==> src/rtl/final_adder_pkg.sv <==
// Shared constants for the registered ripple-carry adder/subtractor.
package final_adder_pkg;

  localparam logic OP_ADD  = 1'b0;
  localparam logic OP_SUB  = 1'b1;
  localparam int   ADDER_W = 4;

endpackage : final_adder_pkg

==> src/rtl/final_full_adder_if.sv <==
// Operand/result bundle for final_full_adder. The ovf wire exists only
// when FINAL_FULL_ADDER_OVF_EN is defined.
interface final_full_adder_if
  import final_adder_pkg::*;
#(
  parameter int WIDTH = ADDER_W
);
  logic [WIDTH-1:0] a;
  logic [WIDTH-1:0] b;
  logic             cin;
  logic             sel;
  logic [WIDTH-1:0] s;
  logic             cout;
`ifdef FINAL_FULL_ADDER_OVF_EN
  logic             ovf;

  modport master (output a, b, cin, sel, input  s, cout, ovf);
  modport slave  (input  a, b, cin, sel, output s, cout, ovf);
`else
  modport master (output a, b, cin, sel, input  s, cout);
  modport slave  (input  a, b, cin, sel, output s, cout);
`endif
endinterface : final_full_adder_if

==> src/rtl/fa_cell.sv <==
// One-bit full adder; the ripple-chain building block.
module fa_cell (
  input  logic a_i,
  input  logic b_i,
  input  logic ci_i,
  output logic s_o,
  output logic co_o
);

  logic p;

  assign p    = a_i ^ b_i;
  assign s_o  = p ^ ci_i;
  assign co_o = (a_i & b_i) | (ci_i & p);

endmodule : fa_cell

==> src/rtl/final_full_adder.sv <==
// Registered WIDTH-bit ripple add/sub with one cycle of latency.
// Optional signed-overflow output enabled by FINAL_FULL_ADDER_OVF_EN.
module final_full_adder
  import final_adder_pkg::*;
#(
  parameter int WIDTH = ADDER_W
) (
  input  logic               clk,
  input  logic               rst,
  final_full_adder_if.slave  bus
);

  logic             sub;
  logic [WIDTH-1:0] bx;
  logic [WIDTH:0]   c;
  logic [WIDTH-1:0] s_d;
  logic [WIDTH-1:0] s_q;
  logic             cout_q;

  // Subtract is a + ~b + ~cin, so both b and the carry-in flip on sel.
  assign sub  = (bus.sel == OP_SUB);
  assign bx   = bus.b ^ {WIDTH{sub}};
  assign c[0] = bus.cin ^ sub;

  generate
    for (genvar gi = 0; gi < WIDTH; gi++) begin : g_chain
      fa_cell u_cell (
        .a_i  (bus.a[gi]),
        .b_i  (bx[gi]),
        .ci_i (c[gi]),
        .s_o  (s_d[gi]),
        .co_o (c[gi+1])
      );
    end
  endgenerate

  always_ff @(posedge clk) begin
    if (rst) begin
      s_q    <= '0;
      cout_q <= 1'b0;
    end else begin
      s_q    <= s_d;
      cout_q <= c[WIDTH];
    end
  end

  assign bus.s    = s_q;
  assign bus.cout = cout_q;

`ifdef FINAL_FULL_ADDER_OVF_EN
  logic ovf_q;

  // Signed overflow: carry into the sign bit differs from carry out of it.
  always_ff @(posedge clk) begin
    if (rst) ovf_q <= 1'b0;
    else     ovf_q <= c[WIDTH] ^ c[WIDTH-1];
  end

  assign bus.ovf = ovf_q;
`endif

endmodule : final_full_adder

==> src/flat_wrapper.sv <==
// flat-port wrapper written by rule: the top's interface ports become plain ports
module final_full_adder_flat import final_adder_pkg::*;
#(
  parameter int WIDTH = ADDER_W
)
  (clk, rst, bus_a, bus_b, bus_cin, bus_sel, bus_s, bus_cout);
  final_full_adder_if #(.WIDTH(WIDTH)) bus_i ();
  input  logic clk;
  input  logic rst;
  input wire logic [$bits(bus_i.a)-1:0] bus_a;
  input wire logic [$bits(bus_i.b)-1:0] bus_b;
  input wire logic [$bits(bus_i.cin)-1:0] bus_cin;
  input wire logic [$bits(bus_i.sel)-1:0] bus_sel;
  output wire logic [$bits(bus_i.s)-1:0] bus_s;
  output wire logic [$bits(bus_i.cout)-1:0] bus_cout;
  assign bus_i.a = bus_a;
  assign bus_i.b = bus_b;
  assign bus_i.cin = bus_cin;
  assign bus_i.sel = bus_sel;
  assign bus_s = bus_i.s;
  assign bus_cout = bus_i.cout;
  final_full_adder #(.WIDTH(WIDTH)) u_core (.clk(clk), .rst(rst), .bus(bus_i));
endmodule
==> config.mk <==
export PLATFORM = sky130hd
export DESIGN_NAME = final_full_adder_flat
export DESIGN_NICKNAME = d
export VERILOG_FILES = /design/src/rtl/final_adder_pkg.sv /design/src/rtl/final_full_adder_if.sv /design/src/rtl/fa_cell.sv /design/src/rtl/final_full_adder.sv /design/src/flat_wrapper.sv
export SDC_FILE = /design/constraint.sdc
export NUM_CORES = 1
export LEC_CHECK = 0
export ABC_AREA = 0
export BUFFER_PORTS_ARGS = -buffer_cell sky130_fd_sc_hd__buf_2
export CAP_MARGIN = 20
export CORE_AREA = 4 4 41 43
export CTS_CLUSTER_DIAMETER = 200
export DETAILED_ROUTE_END_ITERATION = 7
export DIE_AREA = 0 0 45 47
export PLACE_DENSITY = 0.4
export SYNTH_ARGS = -nofsm -noshare
export SYNTH_HDL_FRONTEND = slang
export SYNTH_HIERARCHICAL = 1
export SYNTH_SLANG_ARGS = --single-unit
==> constraint.sdc <==
create_clock -name clk -period 3.6 [get_ports clk]
set_clock_uncertainty 0.2 [all_clocks]
set_input_delay 0.72 -clock clk [delete_from_list [all_inputs] [get_ports clk]]
set_output_delay 0.72 -clock clk [all_outputs]
set_load 0.01 [all_outputs]
==> key figures <==
Route
  • Drt first pass iters: 2
  • Post-DRT Antenna Nets: 0
  • Via count: 197
  • Vias per inst: 3.65
  • Post-DR wirelength/cell: 9.17 µm
  • Routed WL: 495 µm
  • DRC violations left: 0
  • DRT iter0 DRCs: 4

GRT
  • Initial antenna violation count: 0
  • Vias in the first global route: 203
  • Gr ovfl total: 0
  • First-pass GRT wire length: 759 µm
  • Total Routing Usage GR: 5.57%
  • Largest net degree at the start of global routing: 6

Setup path
  • Arr. time, crit path: 2.81 ns
  • Crit. End Element: register
  • Crit path max fanout: 5
  • CP peak stage delay: 0.43 ns
  • Worst Setup SP: bus_sel
  • Worst Path Class, Setup: in -> reg
  • Slowest-stage cell, CP: fa_1
  • CP Cell Sequence: buf_2 > xor2_1 > fa_1 > fa_1 > fa_1 > fa_1 > nor2b_1
  • Startpoint Class: input port
  • Most Frequent Cell on Critical Path: fa_1
  • WP data required: 3.53 ns

CTS
  • Longest Clk Path Bufs: 2
  • Post-CTS Resized: 0
  • Clock-pin slew on the worst setup and hold paths: 0.04 ns
  • Setup bufs post-CTS: 0
  • Number of CTS-inserted buffers: 3
  • Root buffer cell: clkbuf_4
  • CTS tree: yes
  • Clock sinks: 5
  • CTS H-tree lvls: 1
  • Hold_buf cts: 0

Pwr
  • Pleak: 0.185 nW
  • Max VDD drop: 83.9 µV
  • Power per cell area: 459 nW/µm²
  • Pwr Total: 0.175 mW

Timing
  • Final Max Tran Viols: 0
  • Final hold violation count: 0
  • Setup TNS: 0 ns
  • Tcrit/Tclk final: 80.0%
  • Minimum clock period: 2.88 ns
  • Worst-margin pin slew: 0.197 ns
  • Max Freq: 0.347 GHz
  • RSZ-0062 raised after global routing: no
  • Slew Limit Headroom: 86.9%
  • Setup Viol. Count Final: 0

Die
  • Rows: 13
  • I/O pins: 17
  • DIE WIDTH: 45 µm
  • Die Y: 47 µm
  • Die area: 2120 µm²
  • Starting Density: 20.5%
  • Core area: 1300 µm²

Yosys
  • Synth cell types: 5
  • Yosys warns: 6
  • Avg Synthesized Cell Area: 13.3 µm²
  • Seq/Total Area, Yosys: 37.6%
  • Synthesized flop and latch total: 5
  • Cells after Synth: 20
  • Cell area after synthesis: 267 µm²
  • Syn Nets: 36

Placed design
  • GPL Wtd Cong: 0.653
  • Dpl cell area: 354 µm²
  • IO buf count: 16

Worst hold path
  • Hold Crit Start: rst
  • Sink of the worst hold path: u_core/bus.s[3]
  • HP Class: in -> reg
  • Hold path cells: 2

Flow run
  • Max Cap Viol: 0

Final layout
  • ANT cells: 0
  • Share of layout cells above drive strength 1: 48.7%
  • Synth-to-layout area growth: 42.7%
  • Fillers: 153
  • Final net count: 56
  • Post-route design area: 380 µm²

Run status
  • Status: completed
placed cells by master (no fill, tap or decap):
| master | instances |
|---|---|
| xor2_1 | 5 |
| buf_2 | 16 |
| dfxtp_1 | 5 |
| clkbuf_1 | 1 |
| clkbuf_4 | 3 |
| nor2b_1 | 5 |
| fa_1 | 4 |
synthesized netlist by cell type:
cell / n / area (µm²)
buf_6: 1 / 11.3
dfxtp_1: 5 / 100
fa_1: 4 / 80.1
nor2b_1: 5 / 31.3
xor2_1: 5 / 43.8
through the flow:
step	std cells	utilization (%)	hold WS (ns)	setup WS (ns)
2_1_floorplan	20	-	0.592	0.591
3_3_place_gp	50	27.2	0.747	0.501
3_5_place_dp	50	27.2	0.749	0.455
4_1_cts	54	29.2	0.495	0.709
5_1_grt	54	29.2	0.500	0.647
6_report	54	29.2	0.500	0.720
sequential cells by signal, summed over array words and instances (netlist names):
signal / flops
u_core/bus.cout: 1
u_core/bus.s: 4
where the power goes:
part / leakage (nW) / internal (mW) / switching, mW / total, mW
clock network: 0.0150 / 0.0418 / 0.0211 / 0.0629
registers: 0.0417 / 0.0645 / 0.00145 / 0.0660
logic: 0.129 / 0.0238 / 0.0220 / 0.0459
worst max-delay path: cells and delay by family:
family	cells	cell delay, ns
and+or+nand+nor	1	0.13
adders and majority gates	4	1.63
xor gates and xnor gates	1	0.18
buffers and inverters	1	0.14
worst max-delay path by stage:
stage / end / depth (start not counted)
after CTS: u_core/bus.s[3] / 7
after global routing: u_core/bus.s[3] / 7
after global placement: u_core/bus.s[3] / 7
after floorplan: u_core/bus.s[3] / 7
after detailed placement: u_core/bus.s[3] / 7
final: u_core/bus.s[3] / 7
cell families after synthesis:
| group | count (synthesis) | share of synthesized area, % |
|---|---|---|
| fa+ha+maj | 4 | 30.0 |
| flops | 5 | 37.6 |
| xor+xnor | 5 | 16.4 |
| buf+inv | 1 | 4.23 |
| simple gates | 5 | 11.7 |
routing by layer:
metal | track usage, % | wire, µm | up-vias
met1 | 4.18 | 133 | 90
li1 | - | - | 96
met4 | 5.26 | 0 | 0
met5 | 0 | 0 | -
met2 | 9.89 | 271 | 11
met3 | 3.07 | 90 | 0
final cells by class:
cell class / count / area [µm²] / share of cell area, %
tap: 15 / 18.8 / 4.93
timing repair buffer: 16 / 80.1 / 21.1
sequential: 5 / 100 / 26.3
clock buffer: 4 / 26.3 / 6.91
multi-input combinational: 14 / 155 / 40.8
(Power assumes the default switching activity.)
